File: config.mk
export PLATFORM = sky130hd
export DESIGN_NAME = ictlb_assoc
export DESIGN_NICKNAME = d
export VERILOG_FILES = /design/src/rtl/ictlb_assoc.sv
export SDC_FILE = /design/constraint.sdc
export NUM_CORES = 2
export LEC_CHECK = 0
export BUFFER_PORTS_ARGS = -buffer_cell sky130_fd_sc_hd__clkbuf_2
export CAP_MARGIN = 40
export CORE_MARGIN = 3
export CORE_UTILIZATION = 35
export DETAILED_ROUTE_END_ITERATION = 10
export PLACE_DENSITY = 0.56
export SYNTH_ARGS = -nofsm -noshare
export SYNTH_HDL_FRONTEND = slang
export SYNTH_SLANG_ARGS = --single-unit
export TNS_END_PERCENT = 20
File: constraint.sdc
create_clock -name clk -period 9.3 [get_ports clk]
set_clock_uncertainty 0.15 [all_clocks]
set_input_delay 0.465 -clock clk [delete_from_list [all_inputs] [get_ports clk]]
set_output_delay 0.465 -clock clk [all_outputs]
set_load 0.05 [all_outputs]
File: src/rtl/ictlb_assoc.sv
// Fully associative instruction L1 TLB: lookup, L2 miss fill, snoop invalidation, evict notify.
// Optional prefetch request port enabled by defining ICTLB_PREFETCH_EN.
module ictlb_assoc #(
  parameter  int ENTRIES = 16,
  parameter  int VPN_W   = 20,
  parameter  int PPN_W   = 20,
  localparam int IDX_W   = $clog2(ENTRIES)
) (
  input  logic             clk,
  input  logic             reset,
  input  logic             coretoictlb_pc_valid,
  output logic             coretoictlb_pc_retry,
  input  logic [VPN_W-1:0] coretoictlb_pc_vpn,
  output logic             l1tlbtol1_fwd_valid,
  input  logic             l1tlbtol1_fwd_retry,
  output logic [PPN_W-1:0] l1tlbtol1_fwd_ppn,
  output logic [IDX_W-1:0] l1tlbtol1_fwd_idx,
  output logic             l1tlbtol1_cmd_valid,
  input  logic             l1tlbtol1_cmd_retry,
  output logic [IDX_W-1:0] l1tlbtol1_cmd_idx,
  input  logic             l2tlbtol1tlb_snoop_valid,
  output logic             l2tlbtol1tlb_snoop_retry,
  input  logic [VPN_W-1:0] l2tlbtol1tlb_snoop_vpn,
  input  logic             l2tlbtol1tlb_ack_valid,
  output logic             l2tlbtol1tlb_ack_retry,
  input  logic [PPN_W-1:0] l2tlbtol1tlb_ack_ppn,
  output logic             l1tlbtol2tlb_req_valid,
  input  logic             l1tlbtol2tlb_req_retry,
  output logic [VPN_W-1:0] l1tlbtol2tlb_req_vpn,
  output logic             l1tlbtol2tlb_sack_valid,
  input  logic             l1tlbtol2tlb_sack_retry
`ifdef ICTLB_PREFETCH_EN
  ,
  input  logic             pfetol1tlb_req_valid,
  output logic             pfetol1tlb_req_retry,
  input  logic [VPN_W-1:0] pfetol1tlb_req_vpn
`endif
);

  typedef enum logic [2:0] {IDLE, RESP, MREQ, MWAIT, SCMD, SACK} state_t;

  state_t                        state;
  state_t                        ret_state;
  logic [ENTRIES-1:0]            vld;
  logic [ENTRIES-1:0][VPN_W-1:0] vpn_tab;
  logic [ENTRIES-1:0][PPN_W-1:0] ppn_tab;
  logic [IDX_W-1:0]              rr_ptr;

  logic             pc_hit, snp_hit, free_any;
  logic [IDX_W-1:0] pc_idx, snp_idx, free_idx, victim;
  logic             pc_take, snp_take, fill;

`ifdef ICTLB_PREFETCH_EN
  logic pf_hit, pf_take, pf_fill;
`endif

  // Descending scan so the last write leaves the lowest free index.
  always_comb begin
    pc_hit   = 1'b0;
    pc_idx   = '0;
    snp_hit  = 1'b0;
    snp_idx  = '0;
    free_any = 1'b0;
    free_idx = '0;
`ifdef ICTLB_PREFETCH_EN
    pf_hit   = 1'b0;
`endif
    for (int i = ENTRIES - 1; i >= 0; i--) begin
      if (vld[i] && vpn_tab[i] == coretoictlb_pc_vpn) begin
        pc_hit = 1'b1;
        pc_idx = IDX_W'(i);
      end
      if (vld[i] && vpn_tab[i] == l2tlbtol1tlb_snoop_vpn) begin
        snp_hit = 1'b1;
        snp_idx = IDX_W'(i);
      end
`ifdef ICTLB_PREFETCH_EN
      if (vld[i] && vpn_tab[i] == pfetol1tlb_req_vpn) pf_hit = 1'b1;
`endif
      if (!vld[i]) begin
        free_any = 1'b1;
        free_idx = IDX_W'(i);
      end
    end
  end

  assign victim = free_any ? free_idx : rr_ptr;

  assign coretoictlb_pc_retry     = reset || state != IDLE || l2tlbtol1tlb_snoop_valid;
  assign l2tlbtol1tlb_snoop_retry = reset || !(state == IDLE || state == MWAIT);
  assign l2tlbtol1tlb_ack_retry   = reset || state != MWAIT || l2tlbtol1tlb_snoop_valid;

  assign pc_take  = coretoictlb_pc_valid && !coretoictlb_pc_retry;
  assign snp_take = l2tlbtol1tlb_snoop_valid && !l2tlbtol1tlb_snoop_retry;
  assign fill     = l2tlbtol1tlb_ack_valid && !l2tlbtol1tlb_ack_retry;

`ifdef ICTLB_PREFETCH_EN
  assign pfetol1tlb_req_retry = reset || state != IDLE || coretoictlb_pc_valid ||
                                l2tlbtol1tlb_snoop_valid;
  assign pf_take = pfetol1tlb_req_valid && !pfetol1tlb_req_retry;
`endif

  always_ff @(posedge clk) begin
    if (fill) begin
      vpn_tab[victim] <= l1tlbtol2tlb_req_vpn;
      ppn_tab[victim] <= l2tlbtol1tlb_ack_ppn;
    end
  end

  always_ff @(posedge clk) begin
    if (reset) begin
      state                   <= IDLE;
      ret_state               <= IDLE;
      vld                     <= '0;
      rr_ptr                  <= '0;
      l1tlbtol1_fwd_valid     <= 1'b0;
      l1tlbtol1_fwd_ppn       <= '0;
      l1tlbtol1_fwd_idx       <= '0;
      l1tlbtol1_cmd_valid     <= 1'b0;
      l1tlbtol1_cmd_idx       <= '0;
      l1tlbtol2tlb_req_valid  <= 1'b0;
      l1tlbtol2tlb_req_vpn    <= '0;
      l1tlbtol2tlb_sack_valid <= 1'b0;
`ifdef ICTLB_PREFETCH_EN
      pf_fill                 <= 1'b0;
`endif
    end else if (snp_take) begin
      ret_state <= state;
      if (snp_hit) begin
        vld[snp_idx]        <= 1'b0;
        l1tlbtol1_cmd_valid <= 1'b1;
        l1tlbtol1_cmd_idx   <= snp_idx;
        state               <= SCMD;
      end else begin
        l1tlbtol2tlb_sack_valid <= 1'b1;
        state                   <= SACK;
      end
    end else begin
      case (state)
        IDLE: begin
          if (pc_take) begin
            if (pc_hit) begin
              l1tlbtol1_fwd_valid <= 1'b1;
              l1tlbtol1_fwd_ppn   <= ppn_tab[pc_idx];
              l1tlbtol1_fwd_idx   <= pc_idx;
              state               <= RESP;
            end else begin
              l1tlbtol2tlb_req_valid <= 1'b1;
              l1tlbtol2tlb_req_vpn   <= coretoictlb_pc_vpn;
              state                  <= MREQ;
            end
`ifdef ICTLB_PREFETCH_EN
            pf_fill <= 1'b0;
          end else if (pf_take) begin
            // Prefetch hits are dropped; misses fill silently.
            if (!pf_hit) begin
              l1tlbtol2tlb_req_valid <= 1'b1;
              l1tlbtol2tlb_req_vpn   <= pfetol1tlb_req_vpn;
              pf_fill                <= 1'b1;
              state                  <= MREQ;
            end
`endif
          end
        end
        RESP: begin
          if (l1tlbtol1_fwd_valid && !l1tlbtol1_fwd_retry) l1tlbtol1_fwd_valid <= 1'b0;
          if (l1tlbtol1_cmd_valid && !l1tlbtol1_cmd_retry) l1tlbtol1_cmd_valid <= 1'b0;
          if ((!l1tlbtol1_fwd_valid || !l1tlbtol1_fwd_retry) &&
              (!l1tlbtol1_cmd_valid || !l1tlbtol1_cmd_retry))
            state <= IDLE;
        end
        MREQ: begin
          if (!l1tlbtol2tlb_req_retry) begin
            l1tlbtol2tlb_req_valid <= 1'b0;
            state                  <= MWAIT;
          end
        end
        MWAIT: begin
          if (fill) begin
`ifdef ICTLB_PREFETCH_EN
            l1tlbtol1_fwd_valid <= !pf_fill;
`else
            l1tlbtol1_fwd_valid <= 1'b1;
`endif
            l1tlbtol1_fwd_ppn   <= l2tlbtol1tlb_ack_ppn;
            l1tlbtol1_fwd_idx   <= victim;
            if (vld[victim]) begin
              l1tlbtol1_cmd_valid <= 1'b1;
              l1tlbtol1_cmd_idx   <= victim;
            end
            vld[victim] <= 1'b1;
            if (!free_any) rr_ptr <= rr_ptr + IDX_W'(1);
            state <= RESP;
          end
        end
        SCMD: begin
          if (!l1tlbtol1_cmd_retry) begin
            l1tlbtol1_cmd_valid     <= 1'b0;
            l1tlbtol2tlb_sack_valid <= 1'b1;
            state                   <= SACK;
          end
        end
        SACK: begin
          if (!l1tlbtol2tlb_sack_retry) begin
            l1tlbtol2tlb_sack_valid <= 1'b0;
            state                   <= ret_state;
          end
        end
        default: state <= IDLE;
      endcase
    end
  end

endmodule

* Yosys cells after proc, flatten, opt, wreduce, memory -nomap -nowiden
Cells that the tools add are included.
Storage, ports and cells: flip-flop bits (word level) 718, latch bits 0, memory bits (writable) 0, ROM bits 0, bits of input ports 69, output and inout bits 55, logic and storage cells 343, memories kept 0
Cells by class: add/sub/neg operators 1, multipliers 0, div/mod/pow operators 0, $lt $le $gt $ge 5, equality and inequality tests 54, shifts and indexed selects 0, muxes and demuxes 157, bitwise gates (word level) 6, reductions and logical operators 76
Operators with widths (number):
- $bwmux 320 | 2
- $eq 20x20->1 | 32
- $mux 4 | 57
- $mux 20 | 5
- $bmux 20 s4 | 1
- $demux 20 s4 | 1
- $mux 1 | 69
- $mux 16 | 4
- $logic_and 1x1->1 | 40
- $pmux 20 s2 | 1
- $mux 3 | 7
- $ne 3x3->1 const B | 7
- $pmux 3 s6 | 1
- $reduce_and 6->1 | 3
- $and 16x16->16 | 1
- $ne 2x2->1 const B | 8
- $not 16->16 | 1
- $or 16x16->16 | 1
- $reduce_and 4->1 | 4
- $lt 4x5->1 const B | 3
- $reduce_and 5->1 | 2
- $reduce_bool 2->1 | 5
- $reduce_bool 3->1 | 3
- $demux 1 s4 | 2
- 17 further kinds | 39

* Depth between registers and ports, before layout
depth in word-level cells 26, gate-level depth with buffers 16, mapped depth without buffers 11

* Worst setup path before layout
Ideal clock, no wire load.
path kind reg2reg, from register vld[7], to register vld[14], setup time 0.065 ns, arrival 3.967 ns, data required time 9.085 ns, slack 5.118 ns, stages on the path, launching flop included 9, path buffers 1, clock period less this slack 4.182 ns, cell sequence dfxtp_1 > clkbuf_1 > and4_1 > nor2b_1 > nand2_1 > o221ai_1 > nand2_1 > nor2_1 > o221a_2
Between the ends: word-level cells in the longest chain between the ends 17, elaborated cells between the ends (all ways) 53, classes of those cells order compare: 4; eq/ne: 1; mux: 41; bitwise: 3; reduce/logical: 4
RTL lines:
- from (decl) | RTL line 44 | logic [ENTRIES-1:0] vld;
- from (signal assigned) | RTL line 114 | vld <= '0;
- from (signal, indexed assignment) | RTL line 130 | vld[snp_idx] <= 1'b0;
- from (signal, indexed assignment) | RTL line 191 | vld[victim] <= 1'b1;
- $mux 4, or another cell as far along (8 in a row) | RTL line 80 | if (!vld[i]) begin
- $mux 4 (on tied branches) | RTL line 87, 73
- $lt 4x5->1 (not written as such), or another cell as far along | RTL line 191
- $logic_and 1x1->1 (on tied branches) | RTL line 191, 130
- $mux 1 (on tied branches) | RTL line 191, 130
- $demux 1 s4 (on tied branches) | RTL line 191, 130
- $or 16x16->16 (no source line) or $not 16->16 (tied branches)
- $mux 16 or $and 16x16->16 (tied branches)
- $mux 16 (on tied branches) | RTL line 139, 129
- $mux 16 | RTL line 127 | end else if (snp_take) begin
Parallel ways exist; a longest one is shown, timed or not. The select of a mux whose other input is x is not followed. A chain may end at the register's enable or synchronous reset.

* Worst setup path after layout
from input coretoictlb_pc_vpn[6], to register l1tlbtol1_fwd_ppn[19]
Between the ends: word-level cells in the longest chain between the ends 23, elaborated cells between the ends (all ways) 71, classes of those cells eq/ne: 17; mux: 37; reduce/logical: 17
RTL lines:
- from (decl) | RTL line 13 | input logic [VPN_W-1:0] coretoictlb_pc_vpn,
- $eq 20x20->1 | RTL line 69 | if (vld[i] && vpn_tab[i] == coretoictlb_pc_vpn) begin
- $logic_and 1x1->1 | RTL line 69
- $mux 4 (16 in a row) | RTL line 69
- $bmux 20 s4 | RTL line 144 | l1tlbtol1_fwd_ppn <= ppn_tab[pc_idx];
- $mux 20 (not written as such) | RTL line 144
- $mux 20 | RTL line 142 | if (pc_hit) begin
- $mux 20 | RTL line 141 | if (pc_take) begin
- $pmux 20 s2 | RTL line 139 | case (state)
- to (signal assigned) | RTL line 144
- to (signal assigned) | RTL line 185 | l1tlbtol1_fwd_ppn <= l2tlbtol1tlb_ack_ppn;
- to (decl) | RTL line 16 | output logic [PPN_W-1:0] l1tlbtol1_fwd_ppn,
Parallel ways exist; a longest one is shown, timed or not. The select of a mux whose other input is x is not followed.

==> results.py <==
metrics = {
    "synth": {
        "ys_seq_area_share_pct": 56.5,
        "ys_async_sr_fraction_pct": 0,
        "synth_top_area_share_pct": 52.3,
        "synth_area_mm2": 0.0368,
        "synth.net_count": 3146,
        "yosysWarnings": 0,
        "synth_cells": 3076,
        "syn_avg_cell_area_um2": 12.0,
        "synth_ff_type": "edfxtp_1",
        "synth_area_leaders": "edfxtp_1 52%, xnor2_1 12%, dfxtp_1 4.2%",
        "synth_top_area_cell": "edfxtp_1",
        "synth_seq_cells": 718,
        "yosysUniqueCellTypes": 74,
        "synth_edf_count": 640,
    },
    "route": {
        "wire_per_inst_um": 29.2,
        "num_vias": 27100,
        "drcViolationCount": 0,
        "drt-total-wl_um": 135000,
        "ant_nets": 0,
        "first_pass_iters": 6,
        "drtIter0Drc": 3340,
        "drt-vias-per-instance": 5.85,
    },
    "finish": {
        "final_cell_mix": "640 x edfxtp_1, 483 x xnor2_1, 295 x nand2_1",
        "fillers": 9886,
        "finalNetCount": 3258,
        "drive_gt1_share_pct": 13.3,
        "utilization_pct": 40.5,
        "syn_to_final_growth_pct": 14.6,
        "fin_area_mm2": 0.0421,
        "diodes": 0,
        "final_common_cell": "edfxtp_1",
    },
    "timing": {
        "rsz0062_at_grt": "false",
        "relSlewSlack_pct": 31.2,
        "hold_viol": 0,
        "fin_setup_tns_ps": 0,
        "tightest_slew_ps": 1030,
        "fmax_ghz": 0.208,
        "fin_crit_sh_pct": 51.7,
        "setup_viol": 0,
        "slew_violations": 0,
        "fin_ws_ps": 4490,
        "finalCriticalPeriod_ps": 4810,
    },
    "worst_setup_path": {
        "crit_path_end_kind": "flop",
        "startpoint": "coretoictlb_pc_vpn[6]",
        "crit_slowest_cell": "buf_12",
        "r2r-start": "vpn_tab[297]",
        "max_stage_delay_ps": 640,
        "cp_max_fo": 120,
        "path_cells": "clkbuf_2, xnor2_1, nand4_1, or4_1, or2_1, a211o_1, a211oi_4, buf_12, mux2i_1, a221oi_1, a211oi_1, a2111oi_0, a31oi_1",
        "cp-start-kind": "input port",
        "crit_type": "in -> reg",
        "cp.arrival_ps": 5150,
        "cp.required_ps": 9640,
        "r2r_cells": 12,
    },
    "clock_tree": {
        "clockBufferDepth": 3,
        "root_buffer": "clkbuf_16",
        "cts-resized-gates": 0,
        "clk_latency_ps": 650,
        "cts-htree-levels": 3,
        "cts.sinks": 718,
        "holdBufCountCts": 1,
        "cts_setup_buffers": 0,
        "cts_tree": "yes",
        "cts_made_buffers": 80,
        "clk_pin_slew_ps": 60,
    },
    "floorplanning": {
        "fp.dieW_um": 330,
        "pin_count": 124,
        "fp.dieArea_mm2": 0.109,
        "fp.coreArea_mm2": 0.104,
        "rows": 118,
        "die_y_um": 330,
        "initial_core_util_pct": 35.4,
    },
    "global_routing": {
        "grt_use_total_pct": 24.3,
        "grt_max_degree": 121,
        "grt_pass1_vias": 25700,
        "grt_overflow": 0,
        "antenna_found_initial": 9,
        "grt_pass1_wl_um": 190000,
    },
    "placed_design": {
        "place_ws_ps": 3860,
        "placed_area_mm2": 0.0395,
        "gp_congestion": 0.932,
        "hpwl_um": 79500,
        "numPortBuffers": 123,
    },
    "worst_hold_path": {
        "hp-start": "l1tlbtol2tlb_req_retry",
        "hold_path_depth": 3,
        "hp-class": "in -> reg",
    },
    "pwr": {
        "vdd_drop_max_mv": 0.144,
        "power_density_mw_per_mm2": 178,
        "leakage_nw": 13.8,
    },
    "run_status": {
        "status": "completed",
    },
    "job": {
        "max_cap_violations": 0,
    },
}
area by class of cell:
class,count,area (um2),area share (%)
well taps,1380,1730,4.10
flip-flops and latches,718,20800,49.3
clock buffers,94,2120,5.02
repair buffers,229,1710,4.05
inverters,19,71.3,0.169
multi-input cells,2140,15200,36.0
clock inverters,52,562,1.33
kinds of logic after synthesis:
| group | Yosys count | synth area share (%) |
|---|---|---|
| buf+inv | 218 | 2.72 |
| simple gates | 944 | 13.0 |
| mux | 167 | 4.62 |
| flops | 718 | 56.5 |
| fa+ha+maj | 1 | 0.0340 |
| xor+xnor | 639 | 15.3 |
| compound gates | 389 | 7.85 |
layer usage:
metal / vias up / part of all wire (%) / track usage (%) / wire length, um
li1: 11700 / - / - / -
met1: 13600 / 43 / 34.5 / 57700
met2: 1485 / 44 / 37.4 / 59900
met3: 311 / 9.3 / 4.04 / 12500
met4: 2 / 3.7 / 8.79 / 5060
met5: - / 0.0052 / 0 / 7
flip-flops by register name, summed over array words and instances (netlist names), 3 cells and up:
name,count
ppn_tab,320
vpn_tab,320
l1tlbtol1_fwd_ppn,20
l1tlbtol2tlb_req_vpn,20
vld,16
l1tlbtol1_cmd_idx,4
l1tlbtol1_fwd_idx,4
rr_ptr,4
ret_state,3
state,3
worst max-delay path: cells and delay by family:
family	cells	cell delay, ps
AOI/OAI and AO/OA	6	1830
buffers and inverters	2	1150
and+or+nand+nor	3	970
xor gates and xnor gates	1	410
muxes	1	170
cell usage after synthesis, types with 39 or more instances:
cell / count
o21ai_0: 55
nand4_1: 162
edfxtp_1: 640
nor2_1: 164
nand3_1: 94
a22o_1: 58
xnor2_1: 483
xor2_1: 154
buf_2: 39
dfxtp_1: 78
nor4_1: 78
mux2i_1: 145
a221oi_1: 64
clkbuf_1: 120
nand2_1: 296
o2111ai_1: 41
final timing paths:
kind | endpoint | slack (ps)
worst max-delay path | l1tlbtol1_fwd_ppn[19] | 4490
worst max register to register | l1tlbtol1_fwd_ppn[19] | 4520
worst min-delay path | l1tlbtol2tlb_req_valid | 30
worst min register to register | ret_state[2] | 330
power by group:
| group | internal, mW | switching (mW) | total (mW) |
|---|---|---|---|
| registers | 3.54 | 0.0325 | 3.57 |
| clock network | 1.91 | 1.35 | 3.27 |
| logic | 0.194 | 0.463 | 0.657 |
| total | 5.65 | 1.85 | 7.50 |
per-stage QoR:
step | total power [mW] | std cells | hold slack, ps
after floorplan | 4.01 | 3076 | 293
after global placement | 4.26 | 4463 | 307
after detailed placement | 4.28 | 4485 | 309
after CTS | 7.52 | 4632 | 0.853
after global routing | 7.69 | 4632 | 58.9
final | 7.50 | 4632 | 32.6
(Power assumes the default switching activity.)
